`src/rtl/uart_rx_fsm_if.sv`:
```
// uart_rx_fsm_if: RX line, checker results and sequencer strobes for the UART RX path.
interface uart_rx_fsm_if;
    logic       RX_IN;
    logic       PAR_EN;
    logic [5:0] PRESCALE;
    logic       strt_glitch;
    logic       par_err;
    logic       stp_err;
    logic       dat_samp_en;
    logic [5:0] edge_cnt;
    logic [3:0] bit_cnt;
    logic       strt_chk_en;
    logic       deser_en;
    logic       par_chk_en;
    logic       stp_chk_en;
    logic       data_valid;
    modport master (
        input  RX_IN, PAR_EN, PRESCALE, strt_glitch, par_err, stp_err,
        output dat_samp_en, edge_cnt, bit_cnt, strt_chk_en, deser_en, par_chk_en, stp_chk_en, data_valid
    );
    modport slave (
        output RX_IN, PAR_EN, PRESCALE, strt_glitch, par_err, stp_err,
        input  dat_samp_en, edge_cnt, bit_cnt, strt_chk_en, deser_en, par_chk_en, stp_chk_en, data_valid
    );
endinterface

```
`src/rtl/uart_rx_fsm.sv`:
```
// uart_rx_fsm: UART RX sequencer; tracks bit/edge position and strobes the datapath checkers.
module uart_rx_fsm #(
    parameter int DATA_WIDTH = 8
) (
    input logic          CLK,
    input logic          RST,
    uart_rx_fsm_if.master bus
);
    typedef enum logic [2:0] {IDLE, START, DATA, PARITY, STOP} state_t;
    state_t     state, state_nx;
    logic [5:0] edge_q, edge_nx, p_reg, p_nx;
    logic [3:0] bit_q, bit_nx;
    logic       last_edge, at_mid;
    always_ff @(posedge CLK) begin
        if (RST) begin
            state  <= IDLE;
            edge_q <= '0;
            bit_q  <= '0;
            p_reg  <= 6'd8;
        end else begin
            state  <= state_nx;
            edge_q <= edge_nx;
            bit_q  <= bit_nx;
            p_reg  <= p_nx;
        end
    end
    always_comb begin
        last_edge = edge_q == p_reg - 6'd1;
        state_nx  = state;
        edge_nx   = last_edge ? 6'd0 : edge_q + 6'd1;
        bit_nx    = bit_q;
        p_nx      = p_reg;
        case (state)
            IDLE: begin
                edge_nx  = bus.RX_IN ? 6'd0 : 6'd1;
                bit_nx   = '0;
                p_nx     = bus.RX_IN ? p_reg : bus.PRESCALE;
                state_nx = bus.RX_IN ? IDLE : START;
            end
            START: begin
                bit_nx   = '0;
                state_nx = !last_edge ? START : (bus.strt_glitch ? IDLE : DATA);
            end
            DATA: if (last_edge) begin
                bit_nx   = (bit_q == 4'(DATA_WIDTH - 1)) ? 4'd0 : bit_q + 4'd1;
                state_nx = (bit_q != 4'(DATA_WIDTH - 1)) ? DATA : (bus.PAR_EN ? PARITY : STOP);
            end
            PARITY: state_nx = last_edge ? STOP : PARITY;
            STOP:   state_nx = last_edge ? IDLE : STOP;
            default: state_nx = IDLE;
        endcase
    end
    // Sampler votes at M-1..M+1, so the majority bit is settled at edge M+2.
    always_comb begin
        at_mid          = edge_q == (p_reg >> 1) + 6'd2;
        bus.edge_cnt    = edge_q;
        bus.bit_cnt     = bit_q;
        bus.dat_samp_en = state != IDLE;
        bus.strt_chk_en = state == START && at_mid;
        bus.deser_en    = state == DATA && at_mid;
        bus.par_chk_en  = state == PARITY && at_mid;
        bus.stp_chk_en  = state == STOP && at_mid;
        bus.data_valid  = state == STOP && last_edge && !bus.stp_err && (!bus.PAR_EN || !bus.par_err);
    end
endmodule

```
`src/flat_wrapper.sv`:
```
// flat-port wrapper written by rule: the top's interface ports become plain ports
module uart_rx_fsm_flat 
#(
    parameter int DATA_WIDTH = 8
)
  (CLK, RST, bus_RX_IN, bus_PAR_EN, bus_PRESCALE, bus_strt_glitch, bus_par_err, bus_stp_err, bus_dat_samp_en, bus_edge_cnt, bus_bit_cnt, bus_strt_chk_en, bus_deser_en, bus_par_chk_en, bus_stp_chk_en, bus_data_valid);
  uart_rx_fsm_if bus_i ();
  input logic CLK;
  input logic RST;
  input wire logic [$bits(bus_i.RX_IN)-1:0] bus_RX_IN;
  input wire logic [$bits(bus_i.PAR_EN)-1:0] bus_PAR_EN;
  input wire logic [$bits(bus_i.PRESCALE)-1:0] bus_PRESCALE;
  input wire logic [$bits(bus_i.strt_glitch)-1:0] bus_strt_glitch;
  input wire logic [$bits(bus_i.par_err)-1:0] bus_par_err;
  input wire logic [$bits(bus_i.stp_err)-1:0] bus_stp_err;
  output wire logic [$bits(bus_i.dat_samp_en)-1:0] bus_dat_samp_en;
  output wire logic [$bits(bus_i.edge_cnt)-1:0] bus_edge_cnt;
  output wire logic [$bits(bus_i.bit_cnt)-1:0] bus_bit_cnt;
  output wire logic [$bits(bus_i.strt_chk_en)-1:0] bus_strt_chk_en;
  output wire logic [$bits(bus_i.deser_en)-1:0] bus_deser_en;
  output wire logic [$bits(bus_i.par_chk_en)-1:0] bus_par_chk_en;
  output wire logic [$bits(bus_i.stp_chk_en)-1:0] bus_stp_chk_en;
  output wire logic [$bits(bus_i.data_valid)-1:0] bus_data_valid;
  assign bus_i.RX_IN = bus_RX_IN;
  assign bus_i.PAR_EN = bus_PAR_EN;
  assign bus_i.PRESCALE = bus_PRESCALE;
  assign bus_i.strt_glitch = bus_strt_glitch;
  assign bus_i.par_err = bus_par_err;
  assign bus_i.stp_err = bus_stp_err;
  assign bus_dat_samp_en = bus_i.dat_samp_en;
  assign bus_edge_cnt = bus_i.edge_cnt;
  assign bus_bit_cnt = bus_i.bit_cnt;
  assign bus_strt_chk_en = bus_i.strt_chk_en;
  assign bus_deser_en = bus_i.deser_en;
  assign bus_par_chk_en = bus_i.par_chk_en;
  assign bus_stp_chk_en = bus_i.stp_chk_en;
  assign bus_data_valid = bus_i.data_valid;
  uart_rx_fsm #(.DATA_WIDTH(DATA_WIDTH)) u_core (.CLK(CLK), .RST(RST), .bus(bus_i));
endmodule
```
`config.mk`:
```
export PLATFORM = sky130hd
export DESIGN_NAME = uart_rx_fsm_flat
export DESIGN_NICKNAME = d
export VERILOG_FILES = /design/src/rtl/uart_rx_fsm_if.sv /design/src/rtl/uart_rx_fsm.sv /design/src/flat_wrapper.sv
export SDC_FILE = /design/constraint.sdc
export NUM_CORES = 1
export LEC_CHECK = 0
export CORE_AREA = 5 5 59 61
export CTS_CLUSTER_SIZE = 20
export DETAILED_ROUTE_END_ITERATION = 6
export DIE_AREA = 0 0 64 66
export PLACE_DENSITY = 0.76
export SLEW_MARGIN = 20
export SYNTH_ARGS = -nofsm -noshare
export SYNTH_HDL_FRONTEND = slang
export SYNTH_SLANG_ARGS = --single-unit
```
`constraint.sdc`:
```
create_clock -name CLK -period 3.4 [get_ports CLK]
set_input_delay 1.02 -clock CLK [delete_from_list [all_inputs] [get_ports CLK]]
set_output_delay 1.02 -clock CLK [all_outputs]
set_load 0.01 [all_outputs]
```
==> results of run 1 <==
## repair_timing
| item | CTS | global route |
|---|---|---|
| setup endpoints to repair | 5 | 3 |
| pin swaps | 0 | 1 |
| gates resized for setup | 14 | 5 |
## path summary, 6_finish.rpt
| path | endpoint | from | slack, ns | cells past startpoint |
|---|---|---|---|---|
| setup reg to reg | u_core.state[0]$_SDFFE_PP0P_ | u_core.p_reg[0]$_SDFFE_PP0P_ | 1.11 | 9 |
| hold / removal | u_core.p_reg[1]$_SDFFE_PP0P_ | u_core.p_reg[1]$_SDFFE_PP0P_ | 0.54 | 2 |
| hold reg to reg | u_core.p_reg[1]$_SDFFE_PP0P_ | u_core.p_reg[1]$_SDFFE_PP0P_ | 0.54 | 2 |
| setup / recovery | bus_data_valid | u_core.p_reg[0]$_SDFFE_PP0P_ | 0.14 | 8 |
## where the power goes
group	switching (mW)	internal (mW)
Sequential	0.0129	0.232
Clock	0.0668	0.0456
Combinational	0.0666	0.0741
Total	0.146	0.352
## cell families after synthesis
group           Yosys count  share of synthesized area (%)
compound gates           19                           11.3
buf+inv                  15                           5.43
flops                    19                           30.6
simple gates             65                           28.6
mux                       5                           4.02
xor+xnor                 20                           14.1
fa+ha+maj                 6                           6.03
## synthesized netlist by cell type, types with 2 or more instances
cell      instances
or3_1             3
and3_1            3
o211ai_1          3
mux2i_1           5
a21oi_1           2
nor2_1           16
xor2_1            8
o41ai_1           2
dfxtp_1          19
inv_1             6
o21ai_0           3
xnor2_1          12
nand3b_1          2
nor4_1            6
clkbuf_2          2
nand2_1          10
nor3_1            4
clkbuf_1          5
ha_1              6
nand3_1          10
a31oi_1           2
nand2b_1          2
## critical path: stages (launching register included)
cell and delay (ns):
dfxtp_2 0.37, inv_1 0.05, ha_1 0.20, xnor2_1 0.18
xnor2_1 0.14, nand3_1 0.13, or3_4 0.41, a2111oi_2 0.28
buf_2 0.19
## routing by layer
metal  track usage [%]  vias to the layer above  wire length, um
met5                 0                        -                0
met4              3.90                        0               28
met3              3.06                        4              127
met2              28.3                       26             1630
met1              19.2                      578             1410
li1                  -                      604                -
## layout make-up
cell class	count	area [um^2]	share of cell area, %
well taps	33	41.3	2.46
clock buffers	4	26.3	1.56
multi-input cells	115	816	48.6
repair buffers	45	390	23.2
flip-flops and latches	19	383	22.8
inverters	6	22.5	1.34
## stage by stage
step / cell area, um^2 / utilization, % / setup WS [ns] / cells / setup TNS [ns]
2_1_floorplan: 1240 / - / 0.201 / 149 / 0
3_3_place_gp: 1650 / 56.3 / -0.0213 / 218 / -0.0213
3_5_place_dp: 1650 / 56.3 / -0.161 / 218 / -0.161
4_1_cts: 1690 / 57.6 / 0.0930 / 222 / 0
5_1_grt: 1680 / 57.4 / 0.0260 / 222 / 0
6_report: 1680 / 57.4 / 0.137 / 222 / 0
==> metrics.cfg, run 1 <==
[global_route]
grt_pass1_vias=1203
grt_usage_pct=15.8
grt_pass1_wl_um=5460
grt.overflow.total=0
grt_max_degree=14
antenna_found_initial=0

[final_layout]
finalNetCount=209
layout.cells.most_common_list=clkdlybuf4s50_1 (23), buf_4 (17), dfxtp_1 (17)
drive_above_1_share_pct=18.5
layout.cells.most_common=clkdlybuf4s50_1
fill_cells=275
area_growth_pct=34.9
n_antenna_cell=0

[cts]
ctsHoldBuffers=0
htreeDepth=1
clock_latency_ns=0.29
cts-root-buf=clkbuf_4
tritoncts=yes
clk_pin_slew_worst_paths_ns=0.11
cts_buffers=3
post_cts_buffers=0
cts_max_path_buffers=2
cts.sinks=19

[sta]
finalCritPeriodShare_pct=96.0
skew_ns=0.00466
finalCriticalPeriod_ns=3.26
whs_ns=0.541
final-setup-viol-count=0
finalMaxSlewViolations=0
rsz0062_at_grt=false
final_hold_viol_count=0
relSlewSlack_pct=50.1
max_freq_ghz=0.306
worst_slew_pin_slew_ns=0.746

[logic_synthesis]
synth_top_area_share_pct=30.6
synth-async-reset-ratio_pct=0
ys_ff_latch=19
netlist_area_um2=1240
synth-main-ff-cell=dfxtp_1
synth_edf_count=0
syn_area_per_cell_um2=8.36
synth_area_leaders=dfxtp_1 (31%), xnor2_1 (8.4%), ha_1 (6.0%)
syn-num-nets=168
synth_cells=149
yosysWarnings=0
yosysTopAreaCell=dfxtp_1
ys_types=40
yosysSeqAreaShare_pct=30.6

[routing]
avgViaCountPerCell=5.46
drc=0
num_vias=1212
wirelength_um=3200
drt_pre_antenna_iters=4
ant_nets=0
wire_per_inst_um=14.4
drtIter0Drc=54

[floorplanning]
start_util_pct=42.5
die_h_um=66
core_um2=2930
rows=20
die_w_um=64
ioPinCount=29
dieArea_um2=4220

[power_and_ir_drop]
vdd_drop_max_mv=0.181
powerDensity_nw_per_um2=297
total_power_mw=0.498
leakage_nw=0.656

[status]
status=complete, no violations

[setup_path]
crit_type=reg2out
end_kind=primary output
startpoint_type=flop
path_max_fanout=4
worstPathArrival_ns=2.24
required_ns=2.38

[placement]
dpl.hpwl_um=2520
gp_congestion=0.875
port_buffers=28

[worst_hold_path]
hp-class=reg2reg

[flow_run]
cap_viol_max_count=0

No activity file was read; power rests on OpenSTA's default activity.
==> inputs of run 2 (changes only) <==
--- a/config.mk
+++ b/config.mk
@@ -5,10 +5,10 @@
 export SDC_FILE = /design/constraint.sdc
 export NUM_CORES = 1
 export LEC_CHECK = 0
-export CORE_AREA = 5 5 59 61
+export CORE_AREA = 3 3 57 59
 export CTS_CLUSTER_SIZE = 20
 export DETAILED_ROUTE_END_ITERATION = 6
-export DIE_AREA = 0 0 64 66
+export DIE_AREA = 0 0 60 62
 export PLACE_DENSITY = 0.76
 export SLEW_MARGIN = 20
 export SYNTH_ARGS = -nofsm -noshare
==> run 2 against run 1 <==
Critical endpoint unchanged. Clock-buffer cell count did not move. Largest power group unchanged. Fmax down 0.33%. Routed wire length rose by 3.5%. Sequential cell count did not move.
==> metrics.cfg, run 2 (synthesis gave the netlist of run 1 again) <==
[floorplanning]
ioPinCount=29
start_util_pct=45.1
core_um2=2760
die_h_um=62
rows=19
die_w_um=60
dieArea_um2=3720

[routing]
wl_met3_um=158
drtIter0Drc=68
num_vias=1239
wirelength_um=3310
route.met2.wl_um=1670
drt_pre_antenna_iters=4
drc=0
avgViaCountPerCell=5.63
wl_met1_um=1430
wire_per_inst_um=15.0
ant_nets=0
top_layer=met4

[power_and_ir_drop]
powerDensity_nw_per_um2=302
leakage_nw=0.668
total_power_mw=0.516
vdd_drop_max_mv=0.184

[sta]
finalMaxSlewViolations=0
finalCriticalPeriod_ns=3.27
final-setup-viol-count=0
finalCritPeriodShare_pct=96.3
rsz0062_at_grt=false
setup_tns_ns=0
whs_ns=0.529
final_hold_viol_count=0
skew_ns=0.00677
max_freq_ghz=0.305
setup_ws_ns=0.126
relSlewSlack_pct=52.1
worst_slew_pin_slew_ns=0.717

[cts]
clk_pin_slew_worst_paths_ns=0.11
cts_buffers=3
cts.sinks=19
cts_max_path_buffers=2
htreeDepth=1
ctsHoldBuffers=0
clock_latency_ns=0.31
tritoncts=yes
cts-root-buf=clkbuf_4

[placement]
dpl.hpwl_um=2530
placed_area_um2=1650
gp_congestion=0.903
pre_cts_slack_ns=-0.114
port_buffers=28

[setup_path]
critical_path.startpoint=u_core.p_reg[0]$_SDFFE_PP0P_
end_kind=primary output
required_ns=2.38
r2r_cells=7
crit_type=reg2out
worstPathArrival_ns=2.25
regToRegEndpoint=u_core.state[0]$_SDFFE_PP0P_
path_max_fanout=4
rrSetupSlack_ns=1.12
r2r_start=u_core.p_reg[0]$_SDFFE_PP0P_
startpoint_type=flop

[global_route]
grt.overflow.total=0
grt_usage_pct=20.3
antenna_found_initial=0
grt_pass1_wl_um=5640
grt_max_degree=21
grt_pass1_vias=1299

[worst_hold_path]
whs_endpoint=u_core.p_reg[0]$_SDFFE_PP0P_
hp-class=reg2reg
whs_path_depth=2
hp-start=u_core.p_reg[0]$_SDFFE_PP0P_

[final_layout]
design_area_um2=1710
finalNetCount=209
n_antenna_cell=0
layout.cells.most_common_list=clkdlybuf4s50_1 (23), buf_4 (17), nor2_1 (16)
area_growth_pct=37.2
layout.cells.most_common=clkdlybuf4s50_1
multi_input_area_um2=841
fill_cells=239
drive_above_1_share_pct=21.7
seq_area_um2=385

[status]
status=complete, no violations

[flow_run]
cap_viol_max_count=0

## run 2: stage by stage
step                      util, %  std cells
after floorplan                 -        149
after global placement       59.7        216
after detailed placement     59.7        216
after CTS                    61.2        220
after global routing         61.9        220
final                        61.9        220
## run 2: layer usage
metal  vias up  GRT usage (%)
met2        40           35.8
met5         -              0
met4         0           9.18
met3         4           2.89
li1        606              -
met1       589           24.4
## run 2: report_power, final
group	total [mW]	switching, mW	leakage, nW	internal, mW
combinational	0.149	0.0701	0.498	0.0788
sequential	0.246	0.0134	0.156	0.233
clock	0.120	0.0745	0.0150	0.0459
## run 2: repair_timing
action / 4_1_cts / 5_1_grt
pin swaps: 1 / 3
cloned: 0 / 0
gates resized for setup: 16 / 8
endpoints found under the setup margin: 5 / 2
buffers inserted: 0 / 0
## run 2: how the worst max path moves through the flow
stage,depth (start not counted),slack (ns),endpoint
floorplan,8,0.20,bus_data_valid
global placement,3,-0.04,bus_data_valid
detailed placement,8,-0.11,bus_data_valid
CTS,8,0.07,bus_data_valid
global route,6,0.01,bus_data_valid
finish,6,0.13,bus_data_valid
## run 2: final cells by class
cell class | instances | area share [%]
well taps | 31 | 2.27
multi-input cells | 115 | 49.2
flip-flops and latches | 19 | 22.6
inverters | 6 | 1.32
clock buffers | 4 | 1.54
repair buffers | 45 | 23.1
## run 2: worst max-delay path, cell delays in order (launching register included)
cell and delay (ns):
dfxtp_2 0.35, or3_4 0.42, xnor2_2 0.19, nand3_2 0.11
or3_4 0.41, a2111oi_2 0.29, buf_2 0.19
==> inputs of run 3 (changes only) <==
--- a/config.mk
+++ b/config.mk
@@ -5,6 +5,7 @@
 export SDC_FILE = /design/constraint.sdc
 export NUM_CORES = 1
 export LEC_CHECK = 0
+export CAP_MARGIN = 25
 export CORE_AREA = 3 3 57 59
 export CTS_CLUSTER_SIZE = 20
 export DETAILED_ROUTE_END_ITERATION = 6
==> results of run 3 <==
No change in the layout: final DEF, timing and power equal those of run 2.
